## src/rtl/instruction_fetch.sv

```systemverilog
// Fetch stage: holds the program counter, issues one word read at a time to
// instruction memory over req/ack, and presents one 16-bit instruction with a
// valid flag to the decoder. Handles stall, branch redirect, HALT and RESET
// commands from downstream.
module instruction_fetch #(
    parameter int                  PC_WIDTH = 16,
    parameter logic [PC_WIDTH-1:0] RESET_PC = '0
) (
    input  logic                clk_pi,
    input  logic                reset_n_pi,
    output logic                imem_req_po,
    output logic [PC_WIDTH-1:0] imem_addr_po,
    input  logic                imem_ack_pi,
    input  logic [15:0]         imem_data_pi,
    input  logic                stall_pi,
    input  logic                redirect_pi,
    input  logic [PC_WIDTH-1:0] redirect_target_pi,
    input  logic                halt_cmd_pi,
    input  logic                rst_cmd_pi,
    output logic [15:0]         instruction_po,
    output logic                instr_valid_po,
    output logic [PC_WIDTH-1:0] pc_po,
    output logic                halted_po
);

    localparam logic [1:0] IDLE   = 2'd0;
    localparam logic [1:0] FETCH  = 2'd1;
    localparam logic [1:0] HOLD   = 2'd2;
    localparam logic [1:0] HALTED = 2'd3;

    localparam logic [PC_WIDTH-1:0] PC_ONE = {{(PC_WIDTH-1){1'b0}}, 1'b1};

    logic [1:0]          state;
    logic [PC_WIDTH-1:0] pc_q;      // address of the next fetch
    logic                squash_q;  // in-flight read must be discarded
    logic [PC_WIDTH-1:0] tgt_q;     // redirect target captured mid-request

    // The request and its address decode straight from state, so an async
    // reset drops the request immediately and the address never moves while
    // a request is pending (pc_q only changes on ack).
    assign imem_req_po  = (state == FETCH);
    assign imem_addr_po = pc_q;

    // Fetch state machine and the registered decoder-facing outputs.
    always_ff @(posedge clk_pi or negedge reset_n_pi) begin
        if (!reset_n_pi) begin
            state          <= IDLE;
            pc_q           <= RESET_PC;
            squash_q       <= 1'b0;
            tgt_q          <= '0;
            instruction_po <= 16'h0000;
            instr_valid_po <= 1'b0;
            pc_po          <= '0;
            halted_po      <= 1'b0;
        end else begin
            case (state)
                IDLE: begin
                    state <= FETCH;
                end

                FETCH: begin
                    if (imem_ack_pi) begin
                        if (squash_q || redirect_pi) begin
                            // Stale data: drop it and restart at the target.
                            pc_q     <= redirect_pi ? redirect_target_pi : tgt_q;
                            squash_q <= 1'b0;
                        end else begin
                            instruction_po <= imem_data_pi;
                            instr_valid_po <= 1'b1;
                            pc_po          <= pc_q;
                            pc_q           <= pc_q + PC_ONE;
                            state          <= HOLD;
                        end
                    end else if (redirect_pi) begin
                        // Cannot abandon the pending read; remember where to go.
                        squash_q <= 1'b1;
                        tgt_q    <= redirect_target_pi;
                    end
                end

                HOLD: begin
                    if (redirect_pi) begin
                        pc_q           <= redirect_target_pi;
                        instruction_po <= 16'h0000;
                        instr_valid_po <= 1'b0;
                        state          <= FETCH;
                    end else if (!stall_pi) begin
                        instruction_po <= 16'h0000;
                        instr_valid_po <= 1'b0;
                        if (rst_cmd_pi) begin
                            pc_q  <= RESET_PC;
                            state <= FETCH;
                        end else if (halt_cmd_pi) begin
                            halted_po <= 1'b1;
                            state     <= HALTED;
                        end else begin
                            state <= FETCH;
                        end
                    end
                end

                default: begin
                    // HALTED: only reset_n_pi gets us out.
                    state <= HALTED;
                end
            endcase
        end
    end

endmodule

```

## config.mk

```make
export PLATFORM = sky130hd
export DESIGN_NAME = instruction_fetch
export DESIGN_NICKNAME = d
export VERILOG_FILES = /design/src/rtl/instruction_fetch.sv
export SDC_FILE = /design/constraint.sdc
export NUM_CORES = 1
export LEC_CHECK = 0
export CAP_MARGIN = 10
export CELL_PAD_IN_SITES_DETAIL_PLACEMENT = 0
export CELL_PAD_IN_SITES_GLOBAL_PLACEMENT = 1
export CORE_MARGIN = 5
export CORE_UTILIZATION = 37
export CTS_CLUSTER_SIZE = 20
export DETAILED_ROUTE_END_ITERATION = 12
export PLACE_DENSITY = 0.86
export SLEW_MARGIN = 20
export SYNTH_ARGS = -nofsm -noshare
export SYNTH_HDL_FRONTEND = slang
export SYNTH_SLANG_ARGS = --single-unit
```

## constraint.sdc

```tcl
create_clock -name clk_pi -period 2.1 [get_ports clk_pi]
set_input_delay 0.42 -clock clk_pi [delete_from_list [all_inputs] [get_ports clk_pi]]
set_output_delay 0.42 -clock clk_pi [all_outputs]
set_load 0.01 [all_outputs]
```

==> impl_metrics.env <==
export IMPL_yosys_area_top_type="dfrtp_1"
export IMPL_finalCritPeriodShare_pct=95.6
export IMPL_p_total_mw=6.58
export IMPL_cp_slowest_cell="clkdlybuf4s50_1"
export IMPL_syn_inst=289
export IMPL_die_h_um=105
export IMPL_cp_max_fo=6
export IMPL_dpl_cell_area_sq_mm=0.00447
export IMPL_rr_startpoint="state[1]$_DFFE_PN0P_"
export IMPL_io_buffers=89
export IMPL_p_seq_share_pct=37.4
export IMPL_hold_viol_final=0
export IMPL_setup_viol=0
export IMPL_ys_ff_latch=69
export IMPL_dieArea_sq_mm=0.0110
export IMPL_cp_arrival_ns=1.59
export IMPL_htreeDepth=3
export IMPL_grt_pass1_wl_um=15000
export IMPL_final_cell_mix="clkdlybuf4s50_1, dfrtp_1, mux2_2"
export IMPL_syn_avg_cell_area_sq_um=11.5
export IMPL_rr_endpoint="imem_addr_po[2]$_DFFE_PN0P_"
export IMPL_tritoncts="done"
export IMPL_worstPathCellList="and2b_1, clkdlybuf4s50_1"
export IMPL_min_path_type="input port to asynchronous set/reset pin"
export IMPL_yosysTopAreaCellShare_pct=52.1
export IMPL_grt_max_degree=70
export IMPL_max_stage_delay_ns=0.56
export IMPL_comb_power_share_pct=43.6
export IMPL_p_int_mw=4.36
export IMPL_cts_root_buf="clkbuf_8"
export IMPL_ir_worst_vdd_uv=767
export IMPL_period_needed_ns=2.01
export IMPL_insertedDiodeCount=0
export IMPL_drt_iter0_drc=191
export IMPL_cts_buffer_depth=2
export IMPL_yosysWarnings=0
export IMPL_ant_nets=0
export IMPL_syn_to_final_growth_pct=41.8
export IMPL_cts_resized=0
export IMPL_clock_latency_ns=0.35
export IMPL_fp_dieW_um=105
export IMPL_drt_pass1_iterations=4
export IMPL_power_density_mw_per_mm2=1400
export IMPL_final_core_util_pct=53.9
export IMPL_wl_um=9070
export IMPL_cp_end_kind="primary output"
export IMPL_setup_tns_ns=0
export IMPL_seq_area_frac_synth_pct=52.1
export IMPL_fmax_mhz=498
export IMPL_final_max_slew_viol_count=0
export IMPL_clkPwrFrac_pct=19.0
export IMPL_gr_total_overflow=0
export IMPL_switching_share_pct=33.8
export IMPL_slew_headroom_pct=54.2
export IMPL_numCtsBuffers=9
export IMPL_whs_ns=0.0825
export IMPL_ioPinCount=90
export IMPL_antenna_found_initial=0
export IMPL_route_detailed_drc=0
export IMPL_tightest_slew_ns=0.687
export IMPL_final_cell_area_sq_mm=0.00470
export IMPL_syn_nets=329
export IMPL_vias_per_cell=5.45
export IMPL_gp_congestion=0.875
export IMPL_ys_types=52
export IMPL_clock_skew_ns=0.00746
export IMPL_synth_edff_count=0
export IMPL_rsz0062_at_grt="no"
export IMPL_cts_sinks=69
export IMPL_clkTransAtPathRegs_ns=0.08
export IMPL_cts_hold_fix_buffers=0
export IMPL_wire_per_inst_um=17.8
export IMPL_crit_required_ns=1.68
export IMPL_maxCapViolCount=0
export IMPL_grt_pass1_vias=2798
export IMPL_reg2reg_slack_ns=0.34
export IMPL_rows=34
export IMPL_outcome="completed"
export IMPL_synthFlopType="dfrtp_1"
export IMPL_start_kind="flop"
export IMPL_hpwlAfterDp_um=6670
export IMPL_initial_utilization_pct=38.0
export IMPL_finalNetCount=437
export IMPL_power_leakage_nw=1.97
export IMPL_r2r_cells=4
export IMPL_vias=2779
export IMPL_postCtsSetupRepairBufs=0
export IMPL_layout_commonest_cell="clkdlybuf4s50_1"
export IMPL_crit_type="flop to primary output"
export IMPL_grt_total_usage_pct=16.9
export IMPL_total_switching_power_mw=2.23
export IMPL_drive_gt1_share_pct=22.1
export IMPL_synthesis_area_sq_mm=0.00332
export IMPL_async_flop_share_pct=100
export IMPL_fp_coreArea_sq_mm=0.00872
export IMPL_synthTopCellsByArea="dfrtp_1, mux2_2, a22o_1"
synthesized netlist by cell type, types with 2 or more instances:
master,n
dfrtp_1,69
mux2_2,35
a22o_1,18
nand2_1,16
a21oi_1,12
nor3_1,8
o21ai_0,8
buf_2,7
clkbuf_1,7
nand2b_1,7
nor2b_1,7
a31oi_1,6
inv_1,6
nand3_1,6
nor2_1,6
a22oi_1,5
a2bb2oi_1,3
a32oi_1,3
and3_1,3
nand4_1,3
nor2_2,3
o211ai_1,3
o221ai_1,3
o22ai_1,3
o31ai_1,3
xnor2_1,3
a211oi_1,2
a21o_1,2
a41oi_1,2
and4_1,2
buf_4,2
nand4_2,2
nand4b_1,2
nor4_1,2
o31a_1,2
o32a_2,2
per-stage QoR:
stage / cells / setup WS (ns)
2_1_floorplan: 289 / 0.432
3_5_place_dp: 494 / -0.0450
4_1_cts: 510 / 0.0775
3_3_place_gp: 494 / 0.0105
6_report: 510 / 0.0925
5_1_grt: 510 / 0.0170
layout make-up:
| cell class | count | area, sq um |
|---|---|---|
| fillers | 743 | 4020 |
| multi-input cells | 197 | 1490 |
| clock inverters | 5 | 81.3 |
| well taps | 108 | 135 |
| inverters | 6 | 22.5 |
| repair buffers | 114 | 1100 |
| flip-flops and latches | 69 | 1730 |
| clock buffers | 11 | 151 |
worst max-delay path, delay by kind of cell (launching register included):
kind,cells,cell delay (ns)
buf+inv,1,0.56
flops,1,0.42
simple gates,1,0.26
kinds of logic after synthesis:
kind of cell / Yosys count / synth area share, %
buffers and inverters: 23 / 3.09
muxes: 35 / 11.9
DFF: 69 / 52.1
and+or+nand+nor: 74 / 12.9
xor gates and xnor gates: 3 / 0.792
adders and majority gates: 1 / 0.377
AOI/OAI and AO/OA: 84 / 18.9
worst max path at each step:
stage	from	cells past startpoint	to
global placement	redirect_pi	5	imem_addr_po[8]$_DFFE_PN0P_
global route	state[1]$_DFFE_PN0P_	2	imem_req_po
floorplan	imem_addr_po[0]$_DFFE_PN0P_	5	imem_addr_po[8]$_DFFE_PN0P_
finish	state[1]$_DFFE_PN0P_	2	imem_req_po
detailed placement	redirect_pi	6	instruction_po[2]$_DFFE_PN0P_
CTS	state[1]$_DFFE_PN0P_	2	imem_req_po
flip-flops by register name, indices dropped and copies added, names as in the netlist:
signal	flops
squash_q	1
imem_addr_po	16
instr_valid_po	1
pc_po	16
tgt_q	16
halted_po	1
state	2
instruction_po	16
power groups by stage:
stage | sequential (mW) | clock (mW) | combinational, mW
after global placement | 2.47 | 0 | 2.84
after global routing | 2.55 | 1.34 | 3.11
final | 2.46 | 1.25 | 2.87
after CTS | 2.46 | 1.27 | 2.90
after detailed placement | 2.49 | 0 | 2.89
after floorplan | 2.55 | 0 | 1.31
metal layers:
metal  vias to the layer above  global-route usage (%)  wire, um
met3                        13                    3.76       421
met1                      1381                    22.7      4070
met4                         0                    5.75       146
met5                         -                       0         0
li1                       1313                       -         -
met2                        72                    27.2      4430
No activity file was read; power rests on OpenSTA's default activity.
==> RTL edit 1 (same flow settings) <==
The parameter `PC_WIDTH` goes from 16 to 32.
--- a/src/rtl/instruction_fetch.sv
+++ b/src/rtl/instruction_fetch.sv
@@ -5,3 +5,3 @@
 module instruction_fetch #(
-    parameter int                  PC_WIDTH = 16,
+    parameter int                  PC_WIDTH = 32,
     parameter logic [PC_WIDTH-1:0] RESET_PC = '0
Ports: changed (resized imem_addr_po, pc_po and redirect_target_pi); port bits go from 90 to 138. No check against the original RTL was run, so the function may have changed too.
==> RTL edit 1 against the unedited design <==
  * Area after synthesis grew 72%
  * Cell count grew 88%
  * Final area grew 76%
  * Critical endpoint is now imem_addr_po[22]$_DFFE_PN0P_
  * Total power grew 70%
  * Wire length grew 97%
  * Count of clock-buffer cells in the layout grew 14
  * Sequential cell count grew 48
  * Critical path depth grew 4
  * Setup slack lost 0.033 ns
  * First-iteration DRC count grew 110%
==> RTL edit 1: results (changes against the unedited design) <==
Root Buffer=clkbuf_16 (was clkbuf_8); Comb pwr share=38.8% (was 43.6%); Seq/total area=35.36% (was 36.71%); top post-synthesis cells by area=dfrtp_1 (51%), nand2_1 (7.7%), mux2_2 (6.5%) (was dfrtp_1 (52%), mux2_2 (12%), a22o_1 (4.8%)); RR Endpoint=imem_addr_po[22]$_DFFE_PN0P_ (was imem_addr_po[2]$_DFFE_PN0P_); Cell Area, Synth=5713 um2 (was 3317 um2); WP data arrival=2.35 ns (was 1.59 ns); status=completed (unchanged); vias in the first global route=5490 (was 2798); Net Count, Synth=632 (was 329); post-synthesis sequential area ratio=51.25% (was 52.06%); layout cell share with drive strength beyond 1=18.86% (was 22.14%); M1 WL=7676 um (was 4073 um); Layout Skew=0.006643 ns (was 0.007461 ns); final wirelength=17850 um (was 9072 um); first-pass GRT wire length=28880 um (was 15020 um); placed standard-cell area=7689 um2 (was 4471 um2); vias=5352 (was 2779); Worst R2R Setup Slack=0.06 ns (was 0.34 ns); Pleak=0.003598 uW (was 0.001971 uW); largest net degree at the start of global routing=50 (was 70); Logic inverters=8 (was 6); top cells by count, synth=dfrtp_1 (117), nand2_1 (117), o21ai_0 (39), mux2_2 (33), nor2_1 (27) (was dfrtp_1 (69), mux2_2 (35), a22o_1 (18), nand2_1 (16), a21oi_1 (12)); P_int=7541 uW (was 4356 uW); first-pass iteration count of the detailed router=5 (was 4); nets@finish=815 (was 437); fillers=1327 (was 743); fraction of area in clock buffers and inverters=6.951% (was 4.948%); Peak VDD IR=0.0006506 V (was 0.0007672 V); CP max stage delay=0.49 ns (was 0.56 ns); TritonCTS Buffers=17 (was 9); port bufs=137 (was 89)
RTL edit 1: kinds of logic after synthesis:
group / count (synthesis) / share of synthesized area (%)
simple gates: 220 / 18.77
compound gates: 153 / 18.66
flops: 117 / 51.25
buf+inv: 47 / 3.833
mux: 33 / 6.505
xor+xnor: 5 / 0.7667
fa+ha+maj: 1 / 0.2190
RTL edit 1: worst max-delay path by stage:
stage	startpoint	end	slack [ns]	cells after the start
3_3_place_gp	imem_ack_pi	instr_valid_po$_DFFE_PN0P_	0.01	7
3_5_place_dp	imem_ack_pi	instruction_po[11]$_DFFE_PN0P_	-0.1	6
2_1_floorplan	imem_addr_po[0]$_DFFE_PN0P_	imem_addr_po[22]$_DFFE_PN0P_	0.20	7
4_1_cts	state[0]$_DFFE_PN0P_	imem_req_po	0.02	2
6_report	imem_addr_po[0]$_DFFE_PN0P_	imem_addr_po[22]$_DFFE_PN0P_	0.06	6
5_1_grt	state[0]$_DFFE_PN0P_	imem_req_po	-0.007	2
==> RTL edit 2 (config.mk and constraints unchanged) <==
Made on the original files. Make the reset (`reset_n_pi`) synchronous in one clocked block. Comments in the files are not updated.
--- a/src/rtl/instruction_fetch.sv
+++ b/src/rtl/instruction_fetch.sv
@@ -44,3 +44,3 @@
     // Fetch state machine and the registered decoder-facing outputs.
-    always_ff @(posedge clk_pi or negedge reset_n_pi) begin
+    always_ff @(posedge clk_pi) begin
         if (!reset_n_pi) begin
Behaviour: differs if reset_n_pi is asserted again (counterexample within 4 cycles, from zero or initial values and one cycle with reset_n_pi low); with reset_n_pi held inactive, the same outputs for 10 cycles.
==> RTL edit 2 against the unedited design <==
  * Wire length decreased by 3.8%
  * Count of clock-buffer cells in the layout decreased by 1
  * First-iteration DRC count decreased by 16%
  * Clock skew increased by 0.0015 ns
  * Maximum frequency increased by 1.3%
  * Setup slack improved by 0.026 ns
  * Sequential share of layout area decreased by 5.3 points
  * Area after synthesis decreased by 6.8%
  * Sequential cell count unchanged
  * Final area decreased by 6.3%
Power is not compared: it rests on default switching activity, and its combinational part moved more than twofold at a synthesized area within 25%.
==> RTL edit 2: results (changes against the unedited design) <==
Global Route Usage Sum=17.24% (was 16.94%); largest net degree at the start of global routing=37 (was 70); Top FF cell, synth=dfxtp_1 (was dfrtp_1); final cell count without fillers=592 (was 510); Synth Area in Compound Gates=23.50% (was 18.90%); WL met3=773 um (was 421 um); path depth of the worst reg2reg path=6 (was 4); placed standard-cell area=4179 um2 (was 4471 um2); DP Wirelength=6395 um (was 6672 um); top post-synthesis cells by area=dfxtp_1 (45%), nand2_1 (9.7%), a21oi_1 (7.0%) (was dfrtp_1 (52%), mux2_2 (12%), a22o_1 (4.8%)); post-synthesis sequential area ratio=44.66% (was 52.06%); met2 wire length=3750 um (was 4429 um); first-pass GRT wire length=14150 um (was 15020 um); Via density=5.167 (was 5.449); fillers=805 (was 743); DRT iter0 DRCs=160 (was 191); WP data arrival=1.56 ns (was 1.59 ns); cell count after placement=577 (was 494); status=completed (unchanged); M1 WL=4099 um (was 4073 um); dpl ws=-0.05436 ns (was -0.04500 ns); HP Class=register to register (was primary input to asynchronous set/reset pin); Layout Skew=0.008931 ns (was 0.007461 ns); asr flop ratio synth=0% (was 100.0%); met3 usage=5.923% (was 3.761%); layout cell share with drive strength beyond 1=11.09% (was 22.14%); crit path max fanout=4 (was 6); worst rel slew slack=50.39% (was 54.15%); top sig layer=met4 (unchanged); vias in the first global route=2845 (was 2798); top cells by count, synth=nand2_1 (80), dfxtp_1 (69), a21oi_1 (43), nor2_1 (40), a22oi_1 (16) (was dfrtp_1 (69), mux2_2 (35), a22o_1 (18), nand2_1 (16), a21oi_1 (12)); final wirelength=8725 um (was 9072 um)
==> RTL edit 2: cell types whose count changed in the layout (fill, tap and decap cells not counted), moves of 5 or more <==
cell	unedited run	this run
a221oi_1	0	6
nor2_1	6	40
dfxtp_1	0	68
dfrtp_1	69	0
a21oi_1	12	43
a22oi_1	5	16
nand2_1	16	80
a22o_1	18	0
mux2_2	35	1
nand2b_1	7	2
==> RTL edit 2: worst paths after layout <==
kind                                 from  slack, ns                            end
max reg2reg  imem_addr_po[1]$_SDFFE_PN0P_       0.20  imem_addr_po[12]$_SDFFE_PN0P_
min                 pc_po[7]$_SDFFE_PN0P_       0.45          pc_po[7]$_SDFFE_PN0P_
min reg2reg         pc_po[7]$_SDFFE_PN0P_       0.45          pc_po[7]$_SDFFE_PN0P_
max                 state[0]$_SDFFE_PN0P_       0.12                    imem_req_po
==> RTL edit 2: kinds of logic (layout without fill, tap and decap cells) <==
logic type,count (synthesis),count (layout)
buffers and inverters,30,136
XOR/XNOR,7,7
AO/OA/AOI/OAI,108,108
AND/OR/NAND/NOR,165,165
flip-flops,69,69
multiplexers,1,1
adder cells (fa/ha/maj),1,1
==> RTL edit 2: area by class of cell <==
cell class / instances / area, um2 / area share [%]
Inverter: 5 / 18.77 / 0.4258
Tap cell: 105 / 131.4 / 2.980
Clock buffer: 10 / 127.6 / 2.895
Timing Repair Buffer: 116 / 1106 / 25.09
Multi-Input combinational cell: 282 / 1541 / 34.97
Clock inverter: 5 / 100.1 / 2.271
Sequential cell: 69 / 1383 / 31.37
==> RTL edit 2: critical path, stage by stage (launching register included) <==
cell             delay, ns
dfxtp_1               0.37
nor2b_1               0.26
clkdlybuf4s50_1       0.59
